[src/rtl/dbg_uart_bridge_pkg.sv]
// Shared definitions for the UART debug bridge.
//   state_t : parser/access/response state encoding
//   CMD_*   : frame command bytes
//   ACK_BYTE: single-byte acknowledge returned for write and control frames
package dbg_uart_bridge_pkg;

    typedef enum logic [2:0] {
        ST_IDLE   = 3'd0,
        ST_ADDR   = 3'd1,
        ST_DATA   = 3'd2,
        ST_CTRL   = 3'd3,
        ST_ACCESS = 3'd4,
        ST_RESP   = 3'd5
    } state_t;

    localparam logic [7:0] CMD_W    = 8'h57;
    localparam logic [7:0] CMD_R    = 8'h52;
    localparam logic [7:0] CMD_C    = 8'h43;
    localparam logic [7:0] ACK_BYTE = 8'h06;

endpackage

[src/rtl/dbg_uart_bridge_shreg.sv]
// 32-bit MSB-first byte shift register with a 2-bit byte counter.
// Collects incoming bytes (shift with din) or serialises a parallel word
// (load, then shift with din=0 while reading the top byte of nxt).
// Ports:
//   clk, reset : clock, synchronous active-high reset
//   clr        : zero the byte counter (frame start)
//   shift      : shift din into the low byte, counter +1 (wraps 3->0)
//   load       : parallel load of load_val, counter cleared
//   din        : byte shifted in
//   load_val   : word for parallel load
//   nxt        : register value as it will be after this edge
//   cnt        : current byte count (3 means this shift completes the word)
module dbg_uart_bridge_shreg (
    input  logic        clk,
    input  logic        reset,
    input  logic        clr,
    input  logic        shift,
    input  logic        load,
    input  logic [7:0]  din,
    input  logic [31:0] load_val,
    output logic [31:0] nxt,
    output logic [1:0]  cnt
);

    logic [31:0] value_q, value_d;
    logic [1:0]  cnt_q, cnt_d;

    always_comb begin
        value_d = value_q;
        cnt_d   = cnt_q;
        if (load) begin
            value_d = load_val;
            cnt_d   = 2'd0;
        end else if (shift) begin
            value_d = {value_q[23:0], din};
            cnt_d   = cnt_q + 2'd1;
        end
        if (clr) begin
            cnt_d = 2'd0;
        end
    end

    always_ff @(posedge clk) begin
        if (reset) begin
            value_q <= 32'h0;
            cnt_q   <= 2'd0;
        end else begin
            value_q <= value_d;
            cnt_q   <= cnt_d;
        end
    end

    // Exposing the next value lets the parent latch a word in the same
    // cycle its final byte arrives.
    assign nxt = value_d;
    assign cnt = cnt_q;

endmodule

[src/rtl/dbg_uart_bridge.sv]
// UART-driven debug bridge: parses W/R/C frames from a byte stream, performs
// a fixed-length memory access on the debug bus and returns an ACK or the
// four read-data bytes, MSB first.
// Ports:
//   clk, reset            : clock, synchronous active-high reset
//   rx_data, rx_valid     : received UART byte and its one-cycle strobe
//   tx_data, tx_valid,
//   tx_ready              : response byte stream with valid/ready handshake
//   dbg_mem_op, dbg_wren,
//   dbg_adr, dbg_do,
//   dbg_di                : debug memory bus
//   cpu_n_reset           : CPU reset (active low), set by control frames
module dbg_uart_bridge
    import dbg_uart_bridge_pkg::*;
#(
    parameter int ACC_CYCLES = 2,
    parameter int TIMEOUT    = 1000000
) (
    input  logic        clk,
    input  logic        reset,
    input  logic [7:0]  rx_data,
    input  logic        rx_valid,
    output logic [7:0]  tx_data,
    output logic        tx_valid,
    input  logic        tx_ready,
    output logic        dbg_mem_op,
    output logic [3:0]  dbg_wren,
    output logic [31:0] dbg_adr,
    output logic [31:0] dbg_do,
    input  logic [31:0] dbg_di,
    output logic        cpu_n_reset
);

    localparam int ACW = (ACC_CYCLES > 1) ? $clog2(ACC_CYCLES) : 1;
    localparam int TW  = (TIMEOUT > 1) ? $clog2(TIMEOUT) : 1;
    localparam logic [ACW-1:0] ACC_LAST = ACW'(ACC_CYCLES - 1);
    localparam logic [TW-1:0]  TMO_LAST = TW'(TIMEOUT - 1);

    state_t         state_q, state_d;
    logic [ACW-1:0] acc_cnt_q, acc_cnt_d;
    logic [TW-1:0]  tmo_cnt_q, tmo_cnt_d;
    logic           is_read_q, is_read_d;
    logic           mem_op_q, mem_op_d;
    logic [3:0]     wren_q, wren_d;
    logic [31:0]    adr_q, adr_d;
    logic [31:0]    do_q, do_d;
    logic           tx_valid_q, tx_valid_d;
    logic [7:0]     tx_data_q, tx_data_d;
    logic           n_rst_q, n_rst_d;

    logic        adr_clr, adr_shift, dat_clr, dat_shift, rsp_shift, rsp_load;
    logic [31:0] adr_nxt, dat_nxt, rsp_nxt;
    logic [1:0]  adr_cnt, dat_cnt, rsp_cnt;
    logic        in_frame;
    logic        unused_rsp_low;

    dbg_uart_bridge_shreg u_adr_sr (
        .clk      (clk),
        .reset    (reset),
        .clr      (adr_clr),
        .shift    (adr_shift),
        .load     (1'b0),
        .din      (rx_data),
        .load_val (32'h0),
        .nxt      (adr_nxt),
        .cnt      (adr_cnt)
    );

    dbg_uart_bridge_shreg u_dat_sr (
        .clk      (clk),
        .reset    (reset),
        .clr      (dat_clr),
        .shift    (dat_shift),
        .load     (1'b0),
        .din      (rx_data),
        .load_val (32'h0),
        .nxt      (dat_nxt),
        .cnt      (dat_cnt)
    );

    // Read-response serialiser: loaded with dbg_di, top byte is the next
    // byte to present.
    dbg_uart_bridge_shreg u_rsp_sr (
        .clk      (clk),
        .reset    (reset),
        .clr      (1'b0),
        .shift    (rsp_shift),
        .load     (rsp_load),
        .din      (8'h00),
        .load_val (dbg_di),
        .nxt      (rsp_nxt),
        .cnt      (rsp_cnt)
    );

    assign unused_rsp_low = ^rsp_nxt[23:0];
    assign in_frame = (state_q == ST_ADDR) || (state_q == ST_DATA) ||
                      (state_q == ST_CTRL);

    always_comb begin
        state_d    = state_q;
        acc_cnt_d  = acc_cnt_q;
        tmo_cnt_d  = tmo_cnt_q;
        is_read_d  = is_read_q;
        mem_op_d   = mem_op_q;
        wren_d     = wren_q;
        adr_d      = adr_q;
        do_d       = do_q;
        tx_valid_d = tx_valid_q;
        tx_data_d  = tx_data_q;
        n_rst_d    = n_rst_q;
        adr_clr    = 1'b0;
        adr_shift  = 1'b0;
        dat_clr    = 1'b0;
        dat_shift  = 1'b0;
        rsp_shift  = 1'b0;
        rsp_load   = 1'b0;

        case (state_q)
            ST_IDLE: begin
                if (rx_valid) begin
                    if (rx_data == CMD_W || rx_data == CMD_R) begin
                        state_d   = ST_ADDR;
                        is_read_d = (rx_data == CMD_R);
                        adr_clr   = 1'b1;
                        dat_clr   = 1'b1;
                    end else if (rx_data == CMD_C) begin
                        state_d   = ST_CTRL;
                        is_read_d = 1'b0;
                    end
                end
            end
            ST_ADDR: begin
                if (rx_valid) begin
                    adr_shift = 1'b1;
                    if (adr_cnt == 2'd3) begin
                        if (is_read_q) begin
                            // Address completes with this byte: latch the
                            // shifted-in value and start the access.
                            state_d   = ST_ACCESS;
                            mem_op_d  = 1'b1;
                            wren_d    = 4'h0;
                            adr_d     = adr_nxt;
                            acc_cnt_d = '0;
                        end else begin
                            state_d = ST_DATA;
                        end
                    end
                end
            end
            ST_DATA: begin
                if (rx_valid) begin
                    dat_shift = 1'b1;
                    if (dat_cnt == 2'd3) begin
                        state_d   = ST_ACCESS;
                        mem_op_d  = 1'b1;
                        wren_d    = 4'hF;
                        adr_d     = adr_nxt;
                        do_d      = dat_nxt;
                        acc_cnt_d = '0;
                    end
                end
            end
            ST_CTRL: begin
                if (rx_valid) begin
                    n_rst_d    = rx_data[0];
                    state_d    = ST_RESP;
                    tx_valid_d = 1'b1;
                    tx_data_d  = ACK_BYTE;
                end
            end
            ST_ACCESS: begin
                if (acc_cnt_q == ACC_LAST) begin
                    mem_op_d   = 1'b0;
                    wren_d     = 4'h0;
                    state_d    = ST_RESP;
                    tx_valid_d = 1'b1;
                    if (is_read_q) begin
                        // Sample read data on the last access cycle.
                        rsp_load  = 1'b1;
                        tx_data_d = rsp_nxt[31:24];
                    end else begin
                        tx_data_d = ACK_BYTE;
                    end
                end else begin
                    acc_cnt_d = acc_cnt_q + ACW'(1);
                end
            end
            ST_RESP: begin
                if (tx_ready) begin
                    if (is_read_q) begin
                        // Also shifts on the final byte so the count wraps to 0.
                        rsp_shift = 1'b1;
                    end
                    if (is_read_q && rsp_cnt != 2'd3) begin
                        tx_data_d = rsp_nxt[31:24];
                    end else begin
                        tx_valid_d = 1'b0;
                        state_d    = ST_IDLE;
                    end
                end
            end
            default: begin
                state_d = ST_IDLE;
            end
        endcase

        // Inter-byte timeout while a frame is being received.
        if (in_frame) begin
            if (rx_valid) begin
                tmo_cnt_d = '0;
            end else if (tmo_cnt_q == TMO_LAST) begin
                tmo_cnt_d = '0;
                state_d   = ST_IDLE;
            end else begin
                tmo_cnt_d = tmo_cnt_q + TW'(1);
            end
        end else begin
            tmo_cnt_d = '0;
        end
    end

    always_ff @(posedge clk) begin
        if (reset) begin
            state_q    <= ST_IDLE;
            acc_cnt_q  <= '0;
            tmo_cnt_q  <= '0;
            is_read_q  <= 1'b0;
            mem_op_q   <= 1'b0;
            wren_q     <= 4'h0;
            adr_q      <= 32'h0;
            do_q       <= 32'h0;
            tx_valid_q <= 1'b0;
            tx_data_q  <= 8'h00;
            n_rst_q    <= 1'b0;
        end else begin
            state_q    <= state_d;
            acc_cnt_q  <= acc_cnt_d;
            tmo_cnt_q  <= tmo_cnt_d;
            is_read_q  <= is_read_d;
            mem_op_q   <= mem_op_d;
            wren_q     <= wren_d;
            adr_q      <= adr_d;
            do_q       <= do_d;
            tx_valid_q <= tx_valid_d;
            tx_data_q  <= tx_data_d;
            n_rst_q    <= n_rst_d;
        end
    end

    assign tx_data     = tx_data_q;
    assign tx_valid    = tx_valid_q;
    assign dbg_mem_op  = mem_op_q;
    assign dbg_wren    = wren_q;
    assign dbg_adr     = adr_q;
    assign dbg_do      = do_q;
    assign cpu_n_reset = n_rst_q;

endmodule

[config.mk]
export PLATFORM = sky130hd
export DESIGN_NAME = dbg_uart_bridge
export DESIGN_NICKNAME = d
export VERILOG_FILES = /design/src/rtl/dbg_uart_bridge_pkg.sv /design/src/rtl/dbg_uart_bridge_shreg.sv /design/src/rtl/dbg_uart_bridge.sv
export SDC_FILE = /design/constraint.sdc
export NUM_CORES = 1
export LEC_CHECK = 0
export BUFFER_PORTS_ARGS = -buffer_cell sky130_fd_sc_hd__buf_2
export CORE_ASPECT_RATIO = 1.1
export CORE_MARGIN = 8
export CORE_UTILIZATION = 50
export CTS_CLUSTER_SIZE = 40
export DETAILED_ROUTE_END_ITERATION = 7
export PLACE_DENSITY = 0.81
export SLEW_MARGIN = 20
export SYNTH_ARGS = -nofsm -noshare
export SYNTH_HDL_FRONTEND = slang
export SYNTH_SLANG_ARGS = --single-unit
[constraint.sdc]
create_clock -name clk -period 1.7 [get_ports clk]
set_input_delay 0.17 -clock clk [delete_from_list [all_inputs] [get_ports clk]]
set_output_delay 0.17 -clock clk [all_outputs]
set_load 0.02 [all_outputs]
==> reports/metrics.yaml, run 1 <==
status: "complete, no violations"
pre_cts_slack_ns: -0.03899
start_util_pct: 50.57
crit_buf_inv: 0
dpl.cell_count: 1167
dp_hpwl_um: 12710
critPathLaunch: "tmo_cnt_q[14]$_SDFF_PP0_"
slowest_delay_ns: 0.53
synthToLayoutAreaGrowth_pct: 25.58
p_seq_share_pct: 52.8
rows: 47
cp_num_cells: 4
clk_pin_slew_ns: 0.07
cp.required_ns: 2.07
cts_tree: "yes"
vias: 6487
via_per_inst: 5.352
p_sw_mw: 1.834
n_antenna_cell: 0
ant_nets: 0
htree_levels: 4
fin_util_pct: 63.50
core_region_area_mm2: 0.01488
synth_cell_types: 57
drtIter0Drc: 360
syn_inst: 858
rsz0062_at_grt: "true"
setup_viol: 0
die_y_um: 144.7
fp.dieArea_mm2: 0.01923
path_cells: "nand4_1 -> or4_4 -> or3_1 -> a21oi_2"
synth_edf_count: 0
cp_max_fo: 4
slew_headroom_pct: 71.14
grt_max_degree: 101
drc_errors: 0
dieWidth_um: 133.0
fin_skew_ns: 0.01070
r2r_slack_ns: 0.04
powerDensity_mw_per_mm2: 916.2
clock_latency_ns: 0.43
peakVddDrop_mv: 0.6651
first_pass_iters: 5
clkSinkCount: 195
nNetsFinal: 1051
synth_nets: 906
grt_overflow: 0
final-hold-violation-count: 0
num_io_pins: 123
grt_pass1_wl_um: 29990
wirelength_um: 18820
max_freq_mhz: 602.4
critPathSlowestCell: "or4_4"
cp-end-kind: "flop"
crit_type: "flop to flop"
setup_slack_ns: 0.03987
antenna_found_initial: 0
fin_setup_tns_ns: 0
cp-start-kind: "flop"
grt_use_total_pct: 19.13
ys_warn_count: 0
p_total_mw: 8.656
rr_startpoint: "tmo_cnt_q[14]$_SDFF_PP0_"
hp-class: "input port to flop"
period_share_pct: 97.65
io_buffers: 122
r2r-end: "tmo_cnt_q[19]$_SDFF_PP0_"
gp_congestion: 0.8427
crit_family: "simple AND/OR/NAND/NOR gates"
critPathCapture: "tmo_cnt_q[19]$_SDFF_PP0_"
routedWlPerCell_um: 15.53
cts-root-buf: "clkbuf_16"
yosysSeqAreaShare_pct: 51.89
synth_area_mm2: 0.007523
synth-seq-cells: 195
numCtsBuffers: 17
drv_cap: 0
synth_async_sr_flop_share_pct: 0
fin_cells: 1212
p_comb_share_pct: 2.3
p_clk_share_pct: 44.9
clock_path_buffers: 2
p_int_mw: 6.822
min_period_ns: 1.660
syn_area_per_cell_um2: 8.769
layout-drive-gt1-share_pct: 24.41
critPathArrivalTime_ns: 2.03
grt_pass1_vias: 6182
r2r_cells: 4
p_leak_nw: 3.566
slew_viol_final: 0
ys.flop_type: "dfxtp_1"
p_sw_share_pct: 21.19
tightest_slew_ns: 0.4330
hold_path.startpoint: "dbg_di[30]"
[per-layer routing]
metal / up-vias / track usage (%) / part of all wire [%]
met3: 26 / 4.454 / 4.0
li1: 3238 / - / -
met2: 139 / 33.07 / 52
met4: 0 / 7.775 / 1.8
met1: 3084 / 22.55 / 43
met5: - / 0 / 0
[Yosys cell counts (3+ instances only)]
master,count,area (um^2)
o21ai_0,12,60.06
buf_2,20,100.1
o2bb2ai_1,6,52.55
dfxtp_1,195,3904
nor2_1,125,469.2
xor2_1,5,43.79
xnor2_1,14,122.6
a311oi_1,16,140.1
nand2_1,156,585.6
and2_1,3,18.77
clkbuf_1,37,138.9
inv_1,8,30.03
mux2i_1,36,360.4
a22oi_1,10,75.07
and3_1,9,56.30
nor3_1,13,65.06
a211oi_1,42,315.3
buf_4,6,45.04
nor4_1,8,50.05
nand2b_1,5,31.28
nand3_1,8,40.04
a21oi_1,68,340.3
ha_1,4,50.05
or3_1,3,18.77
nand3b_1,4,30.03
nand4_1,6,37.54
[flip-flops by register name (all words and copies together), names as in the netlist]
name,flops
u_adr_sr.value_q,32
u_dat_sr.cnt,2
tx_data,8
u_rsp_sr.value_q,32
acc_cnt_q,1
dbg_do,32
dbg_mem_op,1
tx_valid,1
tmo_cnt_q,20
dbg_wren,1
u_dat_sr.value_q,24
u_adr_sr.cnt,2
is_read_q,1
dbg_adr,32
cpu_n_reset,1
state_q,3
u_rsp_sr.cnt,2
[cell families (layout without fill, tap and decap cells)]
group	Yosys count	after routing	synth area share, %
AOI/OAI and AO/OA	168	168	14.63
adders and majority gates	4	4	0.6653
and+or+nand+nor	363	363	21.54
buffers and inverters	73	231	4.274
DFF	195	195	51.89
muxes	36	36	4.790
xor gates and xnor gates	19	19	2.212
[repair_timing]
item / 4_1_cts / 5_1_grt
pin swaps: 0 / 7
gates cloned: 0 / 2
endpoints found under the setup margin: 25 / 62
hold buffers: 7 / 0
endpoints found under the hold margin: 7 / 0
gates resized for setup: 3 / 21
buffers inserted: 0 / 4
[worst register-to-register path, delay by kind of cell (launching register included)]
kind / cells / cell delay (ns)
AO/OA/AOI/OAI: 1 / 0.14
flip-flops: 1 / 0.40
AND/OR/NAND/NOR: 3 / 1.06
[per-stage QoR]
step,hold WS (ns),cell area (um^2)
final,0.01449,9448
after global placement,0.4177,8656
after floorplan,0.3060,7528
after detailed placement,0.4291,8656
after global routing,0.01216,9448
after CTS,0.007775,9313
[placed cells by master, fill, tap and decap left out, types with 6 or more instances in the layout]
master,n
nor2_1,125
dlygate4sd3_1,7
mux2i_1,33
a22oi_1,10
buf_4,50
inv_1,8
a21oi_1,68
o2bb2ai_1,6
dfxtp_1,191
and3_1,8
o21ai_0,12
nand2_1,156
xnor2_1,14
nor3_1,13
clkbuf_16,18
buf_2,121
a211oi_1,40
nand4_1,6
buf_12,9
nor4_1,7
nand3_1,7
a311oi_1,16
[power by group through the flow]
stage / Combinational [mW] / Clock [mW] / Sequential, mW
6_report: 0.203 / 3.89 / 4.57
3_5_place_dp: 0.184 / 0 / 4.67
5_1_grt: 0.218 / 4.13 / 4.56
4_1_cts: 0.198 / 3.93 / 4.57
2_1_floorplan: 0.0821 / 0 / 4.67
3_3_place_gp: 0.186 / 0 / 4.67
[how the worst min path moves through the flow]
| stage | end | slack [ns] | depth (start not counted) |
|---|---|---|---|
| 3_5_place_dp | u_rsp_sr.value_q[2]$_SDFFE_PP0P_ | 0.43 | 3 |
| 2_1_floorplan | u_dat_sr.value_q[1]$_SDFF_PP0_ | 0.31 | 2 |
| 5_1_grt | u_rsp_sr.value_q[30]$_SDFF_PP0_ | 0.01 | 3 |
| 6_report | u_rsp_sr.value_q[30]$_SDFF_PP0_ | 0.01 | 3 |
| 4_1_cts | u_rsp_sr.value_q[30]$_SDFF_PP0_ | 0.008 | 3 |
| 3_3_place_gp | u_rsp_sr.value_q[7]$_SDFFE_PP0P_ | 0.42 | 3 |
[layout make-up]
type,instances,area [um^2]
sequential,195,3911
timing repair buffer,191,1294
fill,1185,5430
multi-input combinational,590,3387
clock inverter,11,100.1
clock buffer,21,480.5
inverter,8,30.03
tap,196,245.2
Note: power is estimated with default switching activity, not from simulation.
==> run 2, diff against run 1 <==
--- a/config.mk
+++ b/config.mk
@@ -16,3 +16,4 @@
 export SYNTH_ARGS = -nofsm -noshare
 export SYNTH_HDL_FRONTEND = slang
 export SYNTH_SLANG_ARGS = --single-unit
+export TNS_END_PERCENT = 1
==> constraint.sdc (replaced) <==
create_clock -name clk -period 1.7 [get_ports clk]
set_input_delay 0.255 -clock clk [delete_from_list [all_inputs] [get_ports clk]]
set_output_delay 0.255 -clock clk [all_outputs]
set_load 0.02 [all_outputs]
==> run 2 against run 1 <==
Against the previous run: combinational power is 7% lower; cell area about the same; utilization is 0.050 points lower; final cell count down 0.41%; die area unchanged; sequential power about the same; critical path type unchanged; largest cell class unchanged; highest routed layer unchanged.
==> reports/metrics.yaml, run 2 (synthesis gave the netlist of run 1 again) <==
crit_type: "flop to flop"
r2r-end: "u_rsp_sr.value_q[30]$_SDFF_PP0_"
setup_viol: 0  # unchanged
r2r_cells: 5  # +1
first_pass_iters: 4  # -1
num_io_pins: 123  # unchanged
drtIter0Drc: 473  # +31%
clk_pin_slew_ns: 0.07  # about the same
crit_family: "simple AND/OR/NAND/NOR gates"
numCtsBuffers: 17  # unchanged
final-hold-violation-count: 0  # unchanged
critPathArrivalTime_ns: 1.94  # -0.09 ns
status: "complete, no violations"
vias: 6541  # +0.83%
grt_use_total_pct: 18.95  # -0.18 points
tightest_slew_ns: 0.5087  # +0.07570 ns
dp_hpwl_um: 12540  # -1.4%
io_buffers: 122  # unchanged
cp_max_fo: 12  # +8
hold_ws_ns: 0.05868  # +0.04420 ns
critPathSlowestCell: "dfxtp_2"
via_per_inst: 5.419  # +1.3%
fin_skew_ns: 0.01037  # -0.0003320 ns
dpl.cell_count: 1165  # -0.17%
fp.dieArea_mm2: 0.01923  # unchanged
period_share_pct: 95.69  # -2.0 points
layout_commonest_cell: "dfxtp_1"
grt_overflow: 0  # unchanged
dieWidth_um: 133.0  # unchanged
rr_startpoint: "state_q[1]$_SDFF_PP0_"
fin_area_mm2: 0.009440  # about the same
synthToLayoutAreaGrowth_pct: 25.48  # about the same
grt_max_degree: 102  # +0.99%
crit_buf_inv: 1  # +1
cts-root-buf: "clkbuf_16"
clock_path_buffers: 2  # unchanged
placedInstanceArea_mm2: 0.008641  # -0.17%
cp-end-kind: "flop"
grt_pass1_wl_um: 29670  # -1.1%
r2r_slack_ns: 0.07  # +0.03 ns
mostFrequentLayoutCells: "dfxtp_1, nand2_1, nor2_1"
hold_buffers: 0  # -7
htree_levels: 4  # unchanged
slew_viol_final: 0  # unchanged
rows: 47  # unchanged
setup_slack_ns: 0.07328  # +0.03341 ns
fillers: 1212  # +2.3%
clock_latency_ns: 0.44  # about the same
core_region_area_mm2: 0.01488  # unchanged
peakVddDrop_mv: 0.7336  # +10%
path_cells: "and3b_1 -> buf_4 -> and3_1 -> a211oi_1 -> nor3_1"
gp_congestion: 0.8333  # -1.1%
ant_nets: 0  # unchanged
nNetsFinal: 1045  # -0.57%
start_util_pct: 50.57  # unchanged
cp-start-kind: "flop"
fin_cells: 1207  # -0.41%
use_met1_pct: 21.08  # -1.5 points
rsz0062_at_grt: "true"
clkSinkCount: 195  # unchanged
layout-drive-gt1-share_pct: 25.15  # +0.74 points
holdPathStages: 3  # unchanged
p_leak_nw: 3.557  # -0.24%
grt_pass1_vias: 6279  # +1.6%
min_to: "u_rsp_sr.value_q[3]$_SDFFE_PP0P_"
wirelength_um: 19160  # +1.8%
max_freq_mhz: 614.7  # +2.1%
powerDensity_mw_per_mm2: 924.1  # +0.87%
antenna_found_initial: 0  # unchanged
cts_tree: "yes"
hold_path.startpoint: "dbg_di[3]"
pre_cts_slack_ns: 0.003646  # +0.04264 ns
hp-class: "input port to flop"
min_period_ns: 1.627  # -0.03341 ns
drc_errors: 0  # unchanged
fin_util_pct: 63.45  # about the same
die_y_um: 144.7  # unchanged
met2_usage_pct: 33.36  # +0.29 points
met3_usage_pct: 5.110  # +0.66 points
routedWlPerCell_um: 15.88  # +2.2%
slowest_delay_ns: 0.45  # -0.08 ns
slew_headroom_pct: 65.78  # -5.4 points
grt.busiest_layer: "met2"
drv_cap: 0  # unchanged
cp.required_ns: 2.01  # -0.06 ns
-- run 2: routing by layer --
| metal | vias to the layer above | routed length, um |
|---|---|---|
| li1 | 3235 | - |
| met1 | 3133 | 7999 |
| met2 | 145 | 9841 |
| met3 | 28 | 942 |
| met4 | 0 | 378 |
| met5 | - | 0 |
-- run 2: worst max-delay path by stage --
stage / start / slack (ns) / cells after the start / to
global route: tmo_cnt_q[1]$_SDFF_PP0_ / -0.05 / 7 / tmo_cnt_q[18]$_SDFF_PP0_
CTS: u_adr_sr.cnt[0]$_SDFFE_PP0P_ / 0.002 / 6 / dbg_adr[19]$_SDFFE_PP0P_
finish: state_q[1]$_SDFF_PP0_ / 0.07 / 5 / u_rsp_sr.value_q[30]$_SDFF_PP0_
global placement: state_q[0]$_SDFF_PP0_ / 0.07 / 5 / dbg_adr[23]$_SDFFE_PP0P_
detailed placement: state_q[0]$_SDFF_PP0_ / 0.004 / 5 / dbg_adr[19]$_SDFFE_PP0P_
floorplan: tmo_cnt_q[0]$_SDFF_PP0_ / 0.04 / 6 / tmo_cnt_q[2]$_SDFF_PP0_
-- run 2: final cells by class --
class                   instances  area, um^2  area share (%)
clock inverters                12       118.9           1.259
well taps                     196       245.2           2.598
repair buffers                185        1275           13.51
multi-input cells             590        3385           35.85
clock buffers                  20       466.7           4.944
diodes                          1       2.502         0.02651
flip-flops and latches        195        3918           41.50
inverters                       8       30.03          0.3181
-- run 2: per-stage QoR --
step | total power [mW] | setup TNS, ns
finish | 8.724 | 0
global route | 8.967 | -0.3040
CTS | 8.766 | 0
detailed placement | 4.857 | 0
global placement | 4.858 | 0
floorplan | 4.755 | 0
-- run 2: tightest hold or removal path, stage by stage --
cell and delay, ns:
buf_2 0.08, a22oi_1 0.06, nor2_1 0.07
-- run 2: where the power goes --
part           internal (mW)  leakage (nW)  switching (mW)  total (mW)
Clock                   2.17         0.292            1.80        3.97
Combinational         0.0667          1.69           0.122       0.189
Sequential              4.56          1.57         0.00182        4.57
Total                   6.80          3.56            1.92        8.72
-- run 2: timing repair --
item                                    CTS  global route
pin swaps                                 1             5
setup buffers                             0             5
gates resized for setup                   4            24
endpoints found under the setup margin    9            73
gates cloned                              0             4
==> run 3, diff against run 2 <==
--- a/config.mk
+++ b/config.mk
@@ -8,10 +8,10 @@
 export BUFFER_PORTS_ARGS = -buffer_cell sky130_fd_sc_hd__buf_2
 export CORE_ASPECT_RATIO = 1.1
 export CORE_MARGIN = 8
-export CORE_UTILIZATION = 50
+export CORE_UTILIZATION = 60
 export CTS_CLUSTER_SIZE = 40
 export DETAILED_ROUTE_END_ITERATION = 7
-export PLACE_DENSITY = 0.81
+export PLACE_DENSITY = 0.9
 export SLEW_MARGIN = 20
 export SYNTH_ARGS = -nofsm -noshare
 export SYNTH_HDL_FRONTEND = slang
==> constraint.sdc (replaced) <==
create_clock -name clk -period 2 [get_ports clk]
set_input_delay 0.3 -clock clk [delete_from_list [all_inputs] [get_ports clk]]
set_output_delay 0.3 -clock clk [all_outputs]
set_load 0.02 [all_outputs]
==> run 3 against run 2 <==
Against the previous run: non-clock buffer count fell by 36; critical path depth increased by 1; first-iteration DRC count is 28% higher; sequential cell count unchanged; power is 16% lower.
==> reports/metrics.yaml, run 3 (synthesis gave the netlist of run 1 again) <==
status: "complete, no violations"
core_region_area_mm2: 0.01243  # -16%
p_total_mw: 7.334  # -16%
multi_input_area_mm2: 0.003344  # -1.2%
grt_max_degree: 116  # +14%
dp_hpwl_um: 12070  # -3.8%
cts_tree: "yes"
fin_setup_tns_ns: 0  # unchanged
rsz0062_at_grt: "false"
grt_overflow: 0  # unchanged
rr_startpoint: "tmo_cnt_q[0]$_SDFF_PP0_"
antenna_found_initial: 0  # unchanged
wirelength_um: 18210  # -5.0%
grt_use_total_pct: 22.35  # +3.4 points
io_buffers: 122  # unchanged
numCtsBuffers: 17  # unchanged
final-hold-violation-count: 0  # unchanged
dieWidth_um: 122.8  # -7.7%
hold_path.startpoint: "dbg_di[4]"
hold_buffers: 0  # unchanged
r2r-end: "tmo_cnt_q[6]$_SDFF_PP0_"
grt_pass1_vias: 6077  # -3.2%
routedWlPerCell_um: 16.14  # +1.7%
synthToLayoutAreaGrowth_pct: 18.68
vias: 6422  # -1.8%
ctsResizeCount: 0  # -4
min_to: "u_rsp_sr.value_q[4]$_SDFFE_PP0P_"
period_share_pct: 92.41  # -3.3 points
layout-drive-gt1-share_pct: 19.46  # -5.7 points
slew_headroom_pct: 49.99  # -16 points
p_leak_nw: 3.323  # -6.6%
first_pass_iters: 7  # +3
clock_latency_ns: 0.43  # about the same
seq_area_mm2: 0.003904  # -0.35%
hp-class: "input port to flop"
cts-root-buf: "clkbuf_16"
max_freq_mhz: 541.1  # -12%
fp.dieArea_mm2: 0.01638  # -15%
powerDensity_mw_per_mm2: 821.4  # -11%
drtIter0Drc: 607  # +28%
cp.required_ns: 2.32  # +0.31 ns
clk_pin_slew_ns: 0.06  # about the same
drv_cap: 0  # unchanged
crit_type: "flop to flop"
htree_levels: 4  # unchanged
ant_nets: 0  # unchanged
start_util_pct: 60.54  # +10 points
slew_viol_final: 0  # unchanged
grt_pass1_wl_um: 29480  # -0.65%
post-cts-setup-buffers: 0  # unchanged
via_per_inst: 5.693  # +5.1%
gp_congestion: 0.8307  # -0.31%
fin_skew_ns: 0.005319  # -0.005051 ns
nNetsFinal: 1009  # -3.4%
cp-start-kind: "flop"
fillers: 889  # -27%
setup_viol: 0  # unchanged
cp_max_fo: 20  # +8
rows: 43  # -8.5%
r2r_cells: 6  # +1
drc_errors: 0  # unchanged
r2r_slack_ns: 0.15  # +0.08 ns
n_antenna_cell: 0  # -1
clkSinkCount: 195  # unchanged
clock_path_buffers: 2  # unchanged
layout_commonest_cell: "dfxtp_1"
die_y_um: 133.4  # -7.7%
peakVddDrop_mv: 0.6762  # -7.8%
cp-end-kind: "flop"
critPathArrivalTime_ns: 2.17  # +0.23 ns
mostFrequentLayoutCells: "dfxtp_1, nand2_1, nor2_1"
tightest_slew_ns: 0.7477  # +0.2390 ns
holdPathStages: 3  # unchanged
num_io_pins: 123  # unchanged
min_period_ns: 1.848  # +0.2215 ns
==> run 3: how the worst max path moves through the flow <==
stage                       startpoint                               to  depth (start not counted)
2_1_floorplan  tmo_cnt_q[0]$_SDFF_PP0_          tmo_cnt_q[2]$_SDFF_PP0_                          6
3_3_place_gp     state_q[0]$_SDFF_PP0_  u_rsp_sr.value_q[30]$_SDFF_PP0_                          4
3_5_place_dp     state_q[0]$_SDFF_PP0_          tx_data[6]$_SDFFE_PP0P_                          5
4_1_cts        tmo_cnt_q[0]$_SDFF_PP0_          tmo_cnt_q[6]$_SDFF_PP0_                          6
5_1_grt        tmo_cnt_q[0]$_SDFF_PP0_         tmo_cnt_q[15]$_SDFF_PP0_                          6
6_report       tmo_cnt_q[0]$_SDFF_PP0_          tmo_cnt_q[6]$_SDFF_PP0_                          6
==> run 3: worst max-delay path, cell delays in order, from the launching register on <==
cell	delay, ns
dfxtp_1	0.39
ha_1	0.20
nand3_1	0.11
or4_1	0.49
o21ai_1	0.23
buf_6	0.23
nor2_1	0.08
==> run 3: layout make-up <==
class | instances | share of cell area (%)
Clock buffer | 24 | 5.395
Clock inverter | 5 | 0.8688
Inverter | 8 | 0.3363
Multi-Input combinational cell | 590 | 37.46
Sequential cell | 195 | 43.72
Tap cell | 157 | 2.200
Timing Repair Buffer | 149 | 10.02
==> run 3: metrics by stage <==
| stage | util, % | area, um^2 | cells | worst slack, ns | hold WS (ns) |
|---|---|---|---|---|---|
| 2_1_floorplan | - | 7523 | 858 | 0.2836 | 0.4321 |
| 3_3_place_gp | 67.16 | 8347 | 1099 | 0.1060 | 0.4388 |
| 3_5_place_dp | 67.21 | 8353 | 1099 | 0.1478 | 0.4429 |
| 4_1_cts | 71.71 | 8912 | 1128 | 0.1179 | 0.1085 |
| 5_1_grt | 71.84 | 8929 | 1128 | 0.02849 | 0.1245 |
| 6_report | 71.84 | 8929 | 1128 | 0.1518 | 0.1198 |
==> run 3: metal layers <==
metal	vias up	routed length, um	track usage, %
met1	3016	7382	26.08
met3	37	1201	5.713
met2	223	9144	37.25
met5	-	0	0
li1	3146	-	-
met4	0	479	10.51
==> run 3: power breakdown <==
part           switching (mW)  internal (mW)
clock network            1.38           1.92
logic                   0.104         0.0522
registers            0.000921           3.88
total                    1.48           5.85
